==> src/rtl/page_rank.sv <==
`default_nettype none
// ============================================================================
// Module   : page_rank
// Brief    : PageRank accumulation stage. Fetches vertex values over a 512-bit
//            AXI master, forms their running prefix sum and reports the 64-bit
//            total over the soft-register port. Define PR_WRITEBACK_EN to
//            write each prefix line back to memory.
// Revision : 1.0 - initial release
// ============================================================================
module page_rank (
    input  logic          clk,
    input  logic          rst,

    output logic [15:0]   arid_m,
    output logic [63:0]   araddr_m,
    output logic [7:0]    arlen_m,
    output logic [2:0]    arsize_m,
    output logic          arvalid_m,
    input  logic          arready_m,

    input  logic [15:0]   rid_m,
    input  logic [511:0]  rdata_m,
    input  logic [1:0]    rresp_m,
    input  logic          rlast_m,
    input  logic          rvalid_m,
    output logic          rready_m,

    output logic [15:0]   awid_m,
    output logic [63:0]   awaddr_m,
    output logic [7:0]    awlen_m,
    output logic [2:0]    awsize_m,
    output logic          awvalid_m,
    input  logic          awready_m,

    output logic [15:0]   wid_m,
    output logic [511:0]  wdata_m,
    output logic [63:0]   wstrb_m,
    output logic          wlast_m,
    output logic          wvalid_m,
    input  logic          wready_m,

    input  logic [15:0]   bid_m,
    input  logic [1:0]    bresp_m,
    input  logic          bvalid_m,
    output logic          bready_m,

    input  logic          softreg_req_valid,
    input  logic          softreg_req_isWrite,
    input  logic [31:0]   softreg_req_addr,
    input  logic [63:0]   softreg_req_data,
    output logic          softreg_resp_valid,
    output logic [63:0]   softreg_resp_data
);

    localparam logic [31:0] c_ADDR_PARAMS = 32'h00;
    localparam logic [31:0] c_ADDR_VMAP   = 32'h08;
    localparam logic [31:0] c_ADDR_INFO   = 32'h10;
    localparam logic [31:0] c_ADDR_DONE   = 32'h18;
    localparam logic [31:0] c_ADDR_ITERS  = 32'h28;
    localparam logic [31:0] c_ADDR_WADDR  = 32'h30;

    typedef enum logic [3:0] {
        IDLE  = 4'd0,
        P_AR  = 4'd1,
        P_R   = 4'd2,
        READY = 4'd3,
        V_AR  = 4'd4,
        V_R   = 4'd5,
        W_AW  = 4'd6,
        W_W   = 4'd7,
        W_B   = 4'd8,
        DONE  = 4'd9
    } state_t;

    state_t         r_state;
    state_t         w_next;

    logic [63:0]    r_vmap_line;
    logic [63:0]    r_iters;
    logic [63:0]    r_waddr;
    logic [31:0]    r_num_v;
    logic [31:0]    r_num_e;
    logic [31:0]    r_remain;
    logic [63:0]    r_araddr;
    logic [63:0]    r_awaddr;
    logic [511:0]   r_wline;
    logic [63:0]    r_acc;
    logic           r_done;
    logic           r_pending;
    logic           r_resp_valid;
    logic [63:0]    r_resp_data;

    logic           w_req_wr;
    logic           w_req_rd;
    logic           w_can_cfg;
    logic           w_params_wr;
    logic           w_info_wr;
    logic [31:0]    w_n;
    logic           w_last;
    logic [63:0]    w_run;
    logic [511:0]   w_line;

    assign w_req_wr    = softreg_req_valid &&  softreg_req_isWrite;
    assign w_req_rd    = softreg_req_valid && !softreg_req_isWrite;
    assign w_can_cfg   = (r_state == IDLE) || (r_state == READY) || (r_state == DONE);
    assign w_params_wr = w_req_wr && (softreg_req_addr == c_ADDR_PARAMS) && w_can_cfg;
    assign w_info_wr   = w_req_wr && (softreg_req_addr == c_ADDR_INFO) &&
                         ((r_state == READY) || (r_state == DONE));
    assign w_n         = (r_iters < {32'd0, r_num_v}) ? r_iters[31:0] : r_num_v;
    assign w_last      = (r_remain <= 32'd16);

    // Words past the remaining count add nothing and repeat the running sum.
    always_comb begin
        w_run  = r_acc;
        w_line = '0;
        for (int k = 0; k < 16; k++) begin
            if (32'(k) < r_remain) begin
                w_run = w_run + {32'd0, rdata_m[32*k +: 32]};
            end
            w_line[32*k +: 32] = w_run[31:0];
        end
    end

    always_comb begin
        w_next = r_state;
        case (r_state)
            IDLE, READY, DONE: begin
                if (w_params_wr) begin
                    w_next = P_AR;
                end else if (w_info_wr) begin
                    w_next = (w_n == 32'd0) ? DONE : V_AR;
                end
            end
            P_AR:    if (arready_m) w_next = P_R;
            P_R:     if (rvalid_m)  w_next = READY;
            V_AR:    if (arready_m) w_next = V_R;
            V_R: begin
                if (rvalid_m) begin
`ifdef PR_WRITEBACK_EN
                    w_next = W_AW;
`else
                    w_next = w_last ? DONE : V_AR;
`endif
                end
            end
            W_AW:    if (awready_m) w_next = W_W;
            W_W:     if (wready_m)  w_next = W_B;
            W_B:     if (bvalid_m)  w_next = (r_remain == 32'd0) ? DONE : V_AR;
            default: w_next = IDLE;
        endcase
    end

    always_ff @(posedge clk or negedge rst) begin
        if (!rst) begin
            r_state <= IDLE;
        end else begin
            r_state <= w_next;
        end
    end

    always_ff @(posedge clk or negedge rst) begin
        if (!rst) begin
            r_vmap_line  <= '0;
            r_iters      <= '0;
            r_waddr      <= '0;
            r_num_v      <= '0;
            r_num_e      <= '0;
            r_remain     <= '0;
            r_araddr     <= '0;
            r_awaddr     <= '0;
            r_wline      <= '0;
            r_acc        <= '0;
            r_done       <= 1'b0;
            r_pending    <= 1'b0;
            r_resp_valid <= 1'b0;
            r_resp_data  <= '0;
        end else begin
            r_resp_valid <= 1'b0;

            if (w_req_wr) begin
                case (softreg_req_addr)
                    c_ADDR_VMAP:  r_vmap_line <= softreg_req_data;
                    c_ADDR_ITERS: r_iters     <= softreg_req_data;
                    c_ADDR_WADDR: r_waddr     <= softreg_req_data;
                    default: ;
                endcase
            end

            if (w_params_wr) begin
                r_araddr <= softreg_req_data << 6;
            end

            if (w_info_wr) begin
                r_araddr <= softreg_req_data << 6;
                r_awaddr <= r_waddr;
                r_remain <= w_n;
                r_acc    <= '0;
                r_done   <= (w_n == 32'd0);
            end

            if (r_state == P_R && rvalid_m) begin
                r_num_v <= rdata_m[31:0];
                r_num_e <= rdata_m[63:32];
            end

            if (r_state == V_R && rvalid_m) begin
                r_acc    <= w_run;
                r_wline  <= w_line;
                r_remain <= w_last ? 32'd0 : (r_remain - 32'd16);
                r_araddr <= r_araddr + 64'd64;
            end

            if (r_state == W_B && bvalid_m) begin
                r_awaddr <= r_awaddr + 64'd64;
            end

            if (r_state != DONE && w_next == DONE) begin
                r_done <= 1'b1;
            end

            // A DONE read that arrived mid-pass is answered once the pass ends.
            if (r_pending && r_done) begin
                r_resp_valid <= 1'b1;
                r_resp_data  <= r_acc;
                r_pending    <= 1'b0;
            end

            if (w_req_rd) begin
                if (softreg_req_addr == c_ADDR_DONE) begin
                    if (r_done) begin
                        r_resp_valid <= 1'b1;
                        r_resp_data  <= r_acc;
                    end else begin
                        r_pending <= 1'b1;
                    end
                end else begin
                    r_resp_valid <= 1'b1;
                    r_resp_data  <= '0;
                end
            end
        end
    end

    assign arid_m    = '0;
    assign araddr_m  = r_araddr;
    assign arlen_m   = '0;
    assign arsize_m  = 3'd6;
    assign arvalid_m = (r_state == P_AR) || (r_state == V_AR);
    assign rready_m  = (r_state == P_R)  || (r_state == V_R);

    assign awid_m    = '0;
    assign awaddr_m  = r_awaddr;
    assign awlen_m   = '0;
    assign awsize_m  = 3'd6;
    assign wid_m     = '0;
    assign wdata_m   = r_wline;
    assign wstrb_m   = '1;
    assign wlast_m   = 1'b1;

`ifdef PR_WRITEBACK_EN
    assign awvalid_m = (r_state == W_AW);
    assign wvalid_m  = (r_state == W_W);
    assign bready_m  = (r_state == W_B);
`else
    assign awvalid_m = 1'b0;
    assign wvalid_m  = 1'b0;
    assign bready_m  = 1'b1;
`endif

    assign softreg_resp_valid = r_resp_valid;
    assign softreg_resp_data  = r_resp_data;

    // Inputs and stored fields that this stage does not consume.
    logic w_unused_ok;
    assign w_unused_ok = ^{rid_m, rresp_m, rlast_m, bid_m, bresp_m, r_num_e, r_vmap_line};

endmodule
`default_nettype wire

==> config.mk <==
export PLATFORM = sky130hd
export DESIGN_NAME = page_rank
export DESIGN_NICKNAME = d
export VERILOG_FILES = /design/src/rtl/page_rank.sv
export SDC_FILE = /design/constraint.sdc
export NUM_CORES = 2
export LEC_CHECK = 0
export ABC_AREA = 0
export CORE_AREA = 3 3 578 580
export CTS_CLUSTER_DIAMETER = 30
export DETAILED_ROUTE_END_ITERATION = 10
export DIE_AREA = 0 0 581 583
export DONT_BUFFER_PORTS = 1
export SYNTH_ARGS = -nofsm -noshare
export SYNTH_HDL_FRONTEND = slang
export SYNTH_SLANG_ARGS = --single-unit
==> constraint.sdc <==
create_clock -name clk -period 33.8 [get_ports clk]
set_clock_uncertainty 0.15 [all_clocks]
set_input_delay 5.07 -clock clk [delete_from_list [all_inputs] [get_ports clk]]
set_output_delay 5.07 -clock clk [all_outputs]
set_load 0.1 [all_outputs]
==> flow_metrics.env <==
export IMPL_status="complete, no violations"
export IMPL_syn_avg_cell_area_um2=7.761
export IMPL_cpMostUsedCell="o21ai_0"
export IMPL_dr_first_iter_drc_count=7675
export IMPL_vias_per_cell=5.390
export IMPL_start_kind="input pin"
export IMPL_setup_viol=0
export IMPL_endpoint_kind="flip-flop"
export IMPL_drc=0
export IMPL_hold_path_class="flip-flop to flip-flop"
export IMPL_clk_latency_ns=0.89
export IMPL_ys_top_cells_by_count="1,907 x nand2_1, 961 x dfrtp_1, 942 x o21ai_0"
export IMPL_drv_slew=0
export IMPL_hold_viol=0
export IMPL_hold_buffers=0
export IMPL_cpPeakStageDelay_ns=0.70
export IMPL_clkTransAtPathRegs_ns=0.04
export IMPL_period_minus_slack_ns=32.18
export IMPL_dr_pass1_iters=7
export IMPL_cts_buffers=293
export IMPL_num_vias=87580
export IMPL_design_die_area_um2=338700
export IMPL_path_class="input pin to flip-flop"
export IMPL_crit_buf_inv=11
export IMPL_synthXorXnorAreaFrac=0.08341
export IMPL_area_growth_synth_to_final_pct=20.64
export IMPL_final_layout_size_suffix_gt1_frac=0.1193
export IMPL_netlist_instances=11190
export IMPL_crit_fanout=6
export IMPL_rsz0062_at_grt="false"
export IMPL_yosysSeqAreaShare=0.2769
export IMPL_fin_crit_sh=0.9521
export IMPL_tightest_slew_ns=1.365
export IMPL_final_core_util=0.3178
export IMPL_grt_overflow_total=0
export IMPL_dpl_cell_area_um2=93960
export IMPL_synth_cell_type_count=139
export IMPL_synth_top_family_by_area="compound AO/OA/AOI/OAI gates"
export IMPL_fin_area_um2=104800
export IMPL_globalplace_congestion=0.9941
export IMPL_synth_adder_area_share=0.08347
export IMPL_synth_simple_area_share=0.2321
export IMPL_gr_usage_all_layers=0.2544
export IMPL_cp_top_family="compound AO/OA/AOI/OAI gates"
export IMPL_max_cap_violations=0
export IMPL_muxShareOfSynthArea=0.02971
export IMPL_synth_area_leaders="dfrtp_1 28%, nand2_1 8.2%, ha_1 8.0%"
export IMPL_antenna_found_initial=143
export IMPL_fmax_mhz=31.07
export IMPL_initial_core_util=0.2634
export IMPL_final_net_count=12760
export IMPL_synth_edf_count=0
export IMPL_crit_slowest_cell="a21oi_1"
export IMPL_fill_cells=35140
export IMPL_grt_pass1_vias=81630
export IMPL_required_ns=34.32
export IMPL_htreeDepth=5
export IMPL_finalSetupTns_ns=0
export IMPL_hpwl_um=371900
export IMPL_arrival_ns=32.70
export IMPL_avgRoutedWirePerCell_um=27.91
export IMPL_synthArstFlopShare=1.000
export IMPL_synth_compound_area_share=0.2395
export IMPL_netlist_area_um2=86850
export IMPL_synth_most_common_cell="nand2_1"
export IMPL_synthFlopType="dfrtp_1"
export IMPL_core_area_um2=329700
export IMPL_ys_seq_elements=961
export IMPL_synth_largest_area_cell="dfrtp_1"
export IMPL_die_w_um=581
export IMPL_drtAntennaViolNets=0
export IMPL_relSlewSlack=0.08180
export IMPL_cts_tree="built"
export IMPL_synth_warnings=0
export IMPL_grt_start_max_net_pins=962
export IMPL_placementRows=211
export IMPL_die_h_um=583
export IMPL_synth_top_cell_area_share=0.2769
export IMPL_grt_pass1_wl_um=624400
export IMPL_port_buffer_count=0
export IMPL_cts_root_buf="clkbuf_16"
export IMPL_clock_sinks=961
export IMPL_clockBufferDepth=4
export IMPL_pin_count=1499
export IMPL_routed_wl_um=453600
-- tightest hold or removal path: stages, from the launching register on --
cell,delay (ns)
dfrtp_1,0.34
nand2_1,0.05
nand2_1,0.05
-- layer usage --
| metal | part of all wire | GRT usage | wire (um) |
|---|---|---|---|
| met4 | 0.072 | 0.1646 | 32530 |
| met1 | 0.39 | 0.3032 | 179100 |
| met2 | 0.44 | 0.3935 | 199000 |
| met5 | 0.0010 | 0 | 458 |
| met3 | 0.094 | 0.08114 | 42550 |
-- what timing repair did --
item                       in CTS  in global routing
resized for setup               0                 29
buffers inserted                0                  1
setup endpoints to repair       0                 22
-- per-stage QoR --
stage / hold slack (ns) / instances / setup slack (ns)
after floorplan: 0.2802 / 11330 / 5.378
after global placement: 0.2989 / 15610 / 0.1582
after detailed placement: 0.3022 / 15610 / 0.1406
after CTS: 0.2915 / 16130 / 0.8906
after global routing: 0.3387 / 16210 / 0.01160
final: 0.2790 / 16250 / 1.619
-- flip-flops by register name, indices dropped and copies added (netlist names) --
signal,count
r_pending,1
araddr_m,58
r_iters,64
softreg_resp_data,64
r_state,4
r_done,1
r_acc,64
r_waddr,64
awaddr_m,64
softreg_resp_valid,1
r_remain,32
r_num_v,32
wdata_m,512
-- logic make-up after synthesis --
family,count (synthesis)
simple gates,4257
xor+xnor,800
buf+inv,1104
fa+ha+maj,570
flops,961
other cells,2
mux,239
compound gates,3258
-- cell usage in the layout (no fill, tap or decap), drive strengths merged, types with 144 or more instances in the layout --
cell / synthesis / routed
xor2: 263 / 263
o21ai: 991 / 991
buf: 236 / 487
nand3: 315 / 315
dfrtp: 961 / 961
a21o: 212 / 212
mux2: 147 / 147
clkbuf: 340 / 380
nor3: 228 / 228
o21a: 146 / 146
nor2: 738 / 738
nand2: 1907 / 1907
a21oi: 851 / 851
ha: 553 / 553
inv: 527 / 552
conb: 2 / 144
xnor2: 528 / 528
-- final cells by class --
type / instances / area (um2) / area share
antenna: 110 / 275.3 / 0.002627
clock buffer: 379 / 8088 / 0.07719
clock inverter: 149 / 2205 / 0.02104
inverter: 528 / 1982 / 0.01892
multi-input combinational: 9268 / 58890 / 0.5621
sequential: 961 / 24050 / 0.2296
tap: 4366 / 5463 / 0.05214
timing repair buffer: 488 / 3819 / 0.03645
-- worst paths after layout --
check                           cells past startpoint         from      endpoint  slack [ns]
worst max-delay path                              116   rdata_m[0]     r_acc[58]        1.62
worst min-delay path                                2   r_waddr[1]   awaddr_m[1]        0.28
worst max register to register                    116  r_remain[1]     r_acc[58]        4.10
worst min register to register                      2   r_waddr[1]   awaddr_m[1]        0.28
max in group asynchronous                           4          rst  wdata_m[134]       25.89
min in group asynchronous                           0          rst  wdata_m[458]        3.70
Power is not shown: default switching activity piles up to over one toggle a cycle in this logic, so the estimate is an artifact.
